**config.mk**
```make
export PLATFORM = sky130hd
export DESIGN_NAME = fifo_reader
export DESIGN_NICKNAME = d
export VERILOG_FILES = /design/src/rtl/fifo_pkg.sv /design/src/rtl/fifo_reader_skid.sv /design/src/rtl/fifo_reader.sv
export SDC_FILE = /design/constraint.sdc
export NUM_CORES = 1
export LEC_CHECK = 0
export CAP_MARGIN = 20
export CORE_ASPECT_RATIO = 1.25
export CORE_MARGIN = 2
export CORE_UTILIZATION = 35
export CTS_CLUSTER_DIAMETER = 80
export CTS_CLUSTER_SIZE = 8
export DETAILED_ROUTE_END_ITERATION = 8
export REMOVE_ABC_BUFFERS = 1
export SLEW_MARGIN = 40
export SYNTH_ARGS = -nofsm -noshare
export SYNTH_HDL_FRONTEND = slang
export SYNTH_SLANG_ARGS = --single-unit
```
**constraint.sdc**
```tcl
create_clock -name clk -period 2.1 [get_ports clk]
set_input_delay 0.315 -clock clk [delete_from_list [all_inputs] [get_ports clk]]
set_output_delay 0.315 -clock clk [all_outputs]
set_load 0.03 [all_outputs]
```
**src/rtl/fifo_pkg.sv**
```systemverilog
// Shared definitions for the 10-bit synchronous FIFO and its read-side controller.
package fifo_pkg;

  localparam int FIFO_DATA_WIDTH = 10;

  typedef enum logic [1:0] {
    IDLE    = 2'd0,
    READING = 2'd1,
    STALL   = 2'd2,
    ERR     = 2'd3
  } reader_state_t;

  // A new pop may issue only if the word it returns is guaranteed a buffer slot.
  function automatic logic has_credit(input logic [1:0] occupancy, input logic in_flight);
    return ({1'b0, occupancy} + {2'b00, in_flight}) < 3'd2;
  endfunction

endpackage

```
**src/rtl/fifo_reader_skid.sv**
```systemverilog
// Two-entry circular output buffer between the FIFO read port and the downstream handshake.
module fifo_reader_skid
  import fifo_pkg::*;
#(
  parameter int tamano_datos = FIFO_DATA_WIDTH
) (
  input  logic                    clk,
  input  logic                    reset,
  input  logic                    push,
  input  logic [tamano_datos-1:0] push_data,
  input  logic                    pop,
  output logic [tamano_datos-1:0] data,
  output logic                    valid,
  output logic [1:0]              occupancy
);

  logic [tamano_datos-1:0] entry [2];
  logic                    head;
  logic                    tail;
  logic                    do_pop;

  assign do_pop = pop & valid;

  // NOTE: the storage is reset as well because data_out must read zero straight out of reset.
  always_ff @(posedge clk or posedge reset) begin
    if (reset) begin
      entry[0]  <= '0;
      entry[1]  <= '0;
      head      <= 1'b0;
      tail      <= 1'b0;
      occupancy <= 2'd0;
    end else begin
      // NOTE: non-blocking keeps every register reading pre-edge values, so push and pop can share a cycle.
      if (push) begin
        entry[tail] <= push_data;
        tail        <= ~tail;
      end
      if (do_pop) head <= ~head;
      case ({push, do_pop})
        2'b10:   occupancy <= occupancy + 2'd1;
        2'b01:   occupancy <= occupancy - 2'd1;
        default: occupancy <= occupancy;
      endcase
    end
  end

  assign data  = entry[head];
  assign valid = (occupancy != 2'd0);

endmodule

```
**src/rtl/fifo_reader.sv**
```systemverilog
// Read-side controller: pops the FIFO under a 2-slot credit, buffers returned words, delivers on valid/ready.
module fifo_reader
  import fifo_pkg::*;
#(
  parameter int tamano_datos    = FIFO_DATA_WIDTH,
  parameter int tamano_contador = 16
) (
  input  logic                       clk,
  input  logic                       reset,
  input  logic                       enable,
  input  logic                       fifo_empty,
  input  logic                       fifo_error,
  input  logic [tamano_datos-1:0]    fifo_data_out,
  output logic                       read_enable,
  output logic                       data_valid,
  output logic [tamano_datos-1:0]    data_out,
  input  logic                       data_ready,
  output logic [tamano_contador-1:0] words_read,
  output logic                       error,
  output logic                       busy
);

  reader_state_t state;
  reader_state_t next_state;
  logic          in_flight;
  logic          empty_at_issue;
  logic [1:0]    occupancy;
  logic          pop;
  logic          fault;
  logic          credit;

  assign credit = has_credit(occupancy, in_flight);
  assign pop    = data_valid & data_ready;

  // Gated by reset so no pop request can escape while the controller is held in reset.
  assign read_enable = enable & ~fifo_empty & credit & (state != ERR) & ~reset;

  // A word in flight from a read issued against an empty FIFO means the FIFO handed back garbage.
  assign fault = fifo_error | (in_flight & empty_at_issue);

  fifo_reader_skid #(
    .tamano_datos(tamano_datos)
  ) u_skid (
    .clk      (clk),
    .reset    (reset),
    .push     (in_flight),
    .push_data(fifo_data_out),
    .pop      (pop),
    .data     (data_out),
    .valid    (data_valid),
    .occupancy(occupancy)
  );

  always_ff @(posedge clk or posedge reset) begin
    if (reset) begin
      state          <= IDLE;
      in_flight      <= 1'b0;
      empty_at_issue <= 1'b0;
      words_read     <= '0;
    end else begin
      state          <= next_state;
      in_flight      <= read_enable;
      empty_at_issue <= fifo_empty;
      if (pop) words_read <= words_read + {{(tamano_contador-1){1'b0}}, 1'b1};
    end
  end

  always_comb begin
    // NOTE: default first so every path assigns next_state and no latch is inferred.
    next_state = state;
    case (state)
      IDLE: begin
        if (read_enable) next_state = READING;
      end
      READING: begin
        if (!credit && !data_ready)
          next_state = STALL;
        else if (occupancy == 2'd0 && !in_flight && !read_enable)
          next_state = IDLE;
      end
      STALL: begin
        if (pop) next_state = READING;
      end
      ERR: begin
        next_state = ERR;
      end
      default: next_state = IDLE;
    endcase
    if (fault) next_state = ERR;
  end

  assign error = (state == ERR);
  assign busy  = (state != IDLE);

endmodule

```
Yosys cells after proc, flatten, opt, wreduce, memory -nomap -nowiden

Index checks and enable logic that the tools add are counted.

Input port bits: 16
Flip-flop bits (word level): 44
Output and inout bits: 30

Reductions and logical operators: 14
Bitwise gates (word level): 14
Add/subtract/negate cells: 4
Eq/ne operators: 9
$lt $le $gt $ge: 4
Muxes and demuxes: 13

Operator list:

| operator                                               | count |
|---|---|
| 2-to-1 mux 10 bit                                      | 4 |
| bitwise mux 20 bit                                     | 1 |
| adder 16 x 1 -> 16 bit (second input constant)         | 1 |
| demux 10 bit (select 1 bit)                            | 1 |
| 2-to-1 mux 2 bit                                       | 5 |
| case mux 2 bit (4 select lines)                        | 1 |
| bitwise AND 1 bit                                      | 7 |
| equality test 2 bit (second input constant)            | 3 |
| nonzero test 2 bit                                     | 3 |
| equality test 2 x 1 -> 1 bit (second input constant)   | 2 |
| >= comparator 2 bit (second input constant)            | 2 |
| logical AND 1 bit                                      | 4 |
| logical NOT 1 bit                                      | 4 |
| logical NOT 2 bit                                      | 2 |
| inequality test 4 bit (second input constant)          | 1 |
| inverter 1 bit                                         | 4 |
| inverter 1 -> 2 bit                                    | 2 |
| case mux 2 bit (2 select lines)                        | 1 |
| adder 2 x 1 -> 3 bit                                   | 1 |
| < comparator 3 x 2 -> 1 bit (second input constant)    | 1 |
| inequality test 3 x 2 -> 1 bit (second input constant) | 1 |
| inequality test 3 bit (second input constant)          | 1 |
| AND reduction 3 bit                                    | 1 |
| adder 2 x 1 -> 2 bit (second input constant)           | 1 |
| other kinds (4)                                        | 4 |

Logic depth before layout (Yosys ltp)

Word-level depth: 11
Mapped depth: 6
Mapped depth without buffers: 6

Hierarchy

From an unflattened synthesis, not the netlist that was laid out.

Cell total of the unflattened synthesis: 149
Area total of the unflattened synthesis: 1964.4 µm²

Modules (own cells, without submodules):

| module           | sequential area each (µm²) | cells each | instances | area each (µm²) |
|---|---|---|---|---|
| fifo_reader_skid | 600.6                      | 68         | 1         | 1043.5 |
| fifo_reader      | 500.5                      | 81         | 1         | 920.9 |

Worst setup path after synthesis

No wires, ideal clock.

Path type: flip-flop to flip-flop
From: register words_read[0]
To: register words_read[14]
Cell stages (with the launch flop): 6
Required time: 1.967 ns
Arrival: 1.481 ns
Buffers on the path: 0
Path slack: 0.485 ns
Path through: dfrtp_1 ha_1 nand3_1 nor4_4 nand3_1 xnor2_1

Longest elaborated chain between the ends: 1

RTL lines:

| what                   | line              | text |
|---|---|---|
| start, declared        | fifo_reader.sv:18 | `output logic [tamano_contador-1:0] words_read,` |
| start signal, assigned | fifo_reader.sv:64 | `if (pop) words_read <= words_read + {{(tamano_contador-1){1'b0}}, 1'b1};` |
| adder 16 x 1 -> 16 bit | fifo_reader.sv:64 |  |

No other way between the ends.
A chain may end at the register's enable or synchronous reset.

Worst setup path in the final report

From: register u_skid.occupancy[1]
To: output port data_valid

Longest elaborated chain between the ends: 1

RTL lines:

| what                   | line                   | text |
|---|---|---|
| start, declared        | fifo_reader_skid.sv:14 | `output logic [1:0] occupancy` |
| start signal, assigned | fifo_reader_skid.sv:40 | `2'b10: occupancy <= occupancy + 2'd1;` |
| start signal, assigned | fifo_reader_skid.sv:41 | `2'b01: occupancy <= occupancy - 2'd1;` |
| start signal, assigned | fifo_reader_skid.sv:42 | `default: occupancy <= occupancy;` |
| nonzero test 2 bit     | fifo_reader_skid.sv:48 | `assign valid = (occupancy != 2'd0);` |
| end, declared          | fifo_reader.sv:15      | `output logic data_valid,` |

No other way between the ends.

==> reports/results.tsv <==
stage	metric	value	unit
finish	final_layout_size_suffix_gt1_share	24.6	%
finish	design.final.nets	220	
floorplan	rows	30	
power_and_ir_drop	intPower	1.66	mW
grt	grt_first_pass_wirelength	6.62	mm
synthesis	avgSynthCellArea	13.1	sq um
run_status	run_status	completed	
critical_path	crit_required	1.78	ns
synthesis	post_synth_instance_area	1960	sq um
placement	gp_congestion	0.879	
sta	final-max-slew-violation-count	0	
critical_path	worstReg2RegEnd	u_skid.occupancy[1]	
placement	buffer_ports.inserted	45	
finish	insertedDiodeCount	0	
critical_path	critical_path.startpoint	u_skid.occupancy[1]	
sta	timing.final.crit_period	1.92	ns
route	wl_cell	14.8	um
sta	layout_worst_path_cycle_share	91.5	%
sta	grt_setup_unrepaired	false	
floorplan	design.portCount	46	
finish	stdcell_area	2590	sq um
grt	grt_util_overall	13.9	%
clocking	tritoncts_clock_tree	built	
synthesis	netlist_instances	149	
critical_path	timing.rr.start	u_skid.occupancy[1]	
floorplan	core_ar	5410	sq um
power_and_ir_drop	vdd_ir_drop_max	801	uV
sta	slew-limit-headroom	60.8	%
sta	timing_hold_violations_final	0	
finish	post-route-util	47.9	%
power_and_ir_drop	share_of_power_burned_in_the_clock_network	20.5	%
grt	grt_pass1_vias	1413	
clocking	clk_pin_slew	0.08	ns
sta	finalHoldWorstSlack	0.367	ns
floorplan	initial_util	36.2	%
synthesis	synth.ff_latch_count	44	
synthesis	yosys_cell_types	26	
critical_path	reg2reg_setup_slack	0.40	ns
clocking	max-clock-path-buffers	2	
flow_run	max_cap_violations	0	
critical_path	cp_max_fo	4	
critical_path	endpoint_kind	output port	
clocking	worst_skew_pair.late_latency	0.29	ns
floorplan	dieWidth	70.9	um
synthesis	synth-edff-count	0	
critical_path	setup.worst_path.class	flip-flop to output port	
route	detail_route.wirelength	3.94	mm
grt	grt_overflow_total	0	
sta	final-setup-viol-count	0	
route	vias	1301	
finish	register_area	1100	sq um
critical_path	cp.arrival	1.61	ns
power_and_ir_drop	static-leakage-power	1.20	nW
clocking	num_cts_buffers	5	
route	drt_first_pass_iters	4	
clocking	clock_tree.htree_level_count	2	
critical_path	r2r_cells	5	
finish	flow.area_growth_from_synthesis	32.5	%
power_and_ir_drop	power_switching	948	uW
sta	max_freq	520	MHz
route	drtAntennaViolNets	0	
synthesis	synth_sequential_area_ratio	56.3	%
floorplan	dieArea	6210	sq um
critical_path	crit_path_end	data_valid	
power_and_ir_drop	power.share.switching	36.4	%
sta	max_slew.worst_pin.slew	0.588	ns
finish	num-fill-cells	479	
synthesis	synthDominantAreaCellType	dfrtp_1	
route	route.detailed.vias_per_inst	4.87	
route	first_iter_violations	41	
synthesis	synth_commonest_cells	dfrtp_1, mux2_2, nand2_1, xnor2_1, xor2_1	
grt	grt_antenna_before_repair	0	
power_and_ir_drop	comb_power_share	35.4	%
sta	tns	0	ns
finish	multi_input_area	827	sq um
power_and_ir_drop	p_total	2.60	mW
synthesis	synthTopCellsByArea	dfrtp_1, mux2_2, xnor2_1, xor2_1, nor4_4	
power_and_ir_drop	seqPwrFrac	44.1	%
synthesis	synth.top_cell.area_share	56.3	%
synthesis	postSynth.topFlopCell	dfrtp_1	
hold_path	worstHoldPathType	primary input to asynchronous set/reset pin	
clocking	cts_sinks	44	
grt	grt_max_degree	21	
floorplan	die_h	87.6	um
clocking	postCtsHoldBufs	0	
clocking	cts-root-buf	clkbuf_8	
synthesis	synth_warnings	0	
placement	placed_area	2500	sq um
placement	hpwl	2.90	mm
critical_path	worst_setup_path_start_kind	flip-flop	
power_and_ir_drop	cellPowerDensity	1000	nW/um^2
synthesis	synth_most_common_cell	dfrtp_1	
sta	clock-skew-final	0.00787	ns
synthesis	async_flop_share	100	%
route	drc_errors	0	
## through the flow
step                      std cells  setup WS (ns)
final                           267          0.178
after floorplan                 147          0.485
after CTS                       267          0.152
after global placement          258          0.200
after detailed placement        258          0.161
after global routing            267         0.0860
## how the worst min path moves through the flow
stage,startpoint,end,slack (ns),cells after the start
floorplan,fifo_empty,empty_at_issue,0.35,0
global placement,words_read[15],words_read[15],0.46,1
detailed placement,words_read[15],words_read[15],0.46,1
CTS,reset,u_skid.entry[15],0.40,2
global route,reset,u_skid.entry[15],0.40,2
finish,reset,in_flight,0.37,2
## cells by family (layout without fill, tap and decap cells)
group	Yosys count	in the layout	synth area share [%]
compound gates	6	6	2.24
xor+xnor	20	20	8.96
fa+ha+maj	2	2	1.28
buf+inv	7	61	1.41
flops	44	44	56.3
mux	30	30	17.3
simple gates	40	40	12.5
## placed cells by master (no fill, tap or decap), drive strengths merged, types with 3 or more instances in the layout
cell type and n:
nor2 6, dlygate4sd2 10, nand4 3, inv 5
and3 4, mux2 30, clkbuf 6, nand3 8
xor2 9, dfrtp 44, nand2 11, xnor2 11
o21ai 3, buf 4, clkdlybuf4s50 34
## layer usage
metal	GRT usage, %	share of wire (%)	vias to the layer above
met4	5.15	1.4	0
li1	-	-	622
met3	3.45	5.2	6
met1	16.1	42	640
met2	24.9	51	33
met5	0	0	-
## flip-flops by register name (all words and copies together), names as in the netlist
signal,flops
u_skid.entry,20
u_skid.occupancy,2
words_read,16
u_skid.tail,1
u_skid.head,1
state,2
in_flight,1
empty_at_issue,1
## critical path, cell delays in order (launching register included)
cell and delay [ns]:
dfrtp_1 0.45, or2_1 0.27, clkdlybuf4s50_1 0.60
## repair_timing
item	4_1_cts	5_1_grt
hold endpoints to repair	0	0
setup buffers	1	0
gates resized for setup	11	0
setup endpoints to repair	10	0
## power by group through the flow
| stage | Sequential (mW) | Clock [mW] | Combinational (mW) |
|---|---|---|---|
| 3_5_place_dp | 1.16 | 0 | 0.959 |
| 2_1_floorplan | 1.23 | 0 | 0.504 |
| 3_3_place_gp | 1.15 | 0 | 0.943 |
| 4_1_cts | 1.15 | 0.559 | 0.936 |
| 6_report | 1.15 | 0.534 | 0.921 |
| 5_1_grt | 1.17 | 0.598 | 0.990 |
## cell type report
cell class	count	share of cell area, %
Sequential cell	44	42.5
Clock inverter	2	0.386
Tap cell	64	3.09
Multi-Input combinational cell	98	31.9
Inverter	5	0.724
Timing Repair Buffer	48	18.2
Clock buffer	6	3.19
Power figures use the tool's default switching activity.
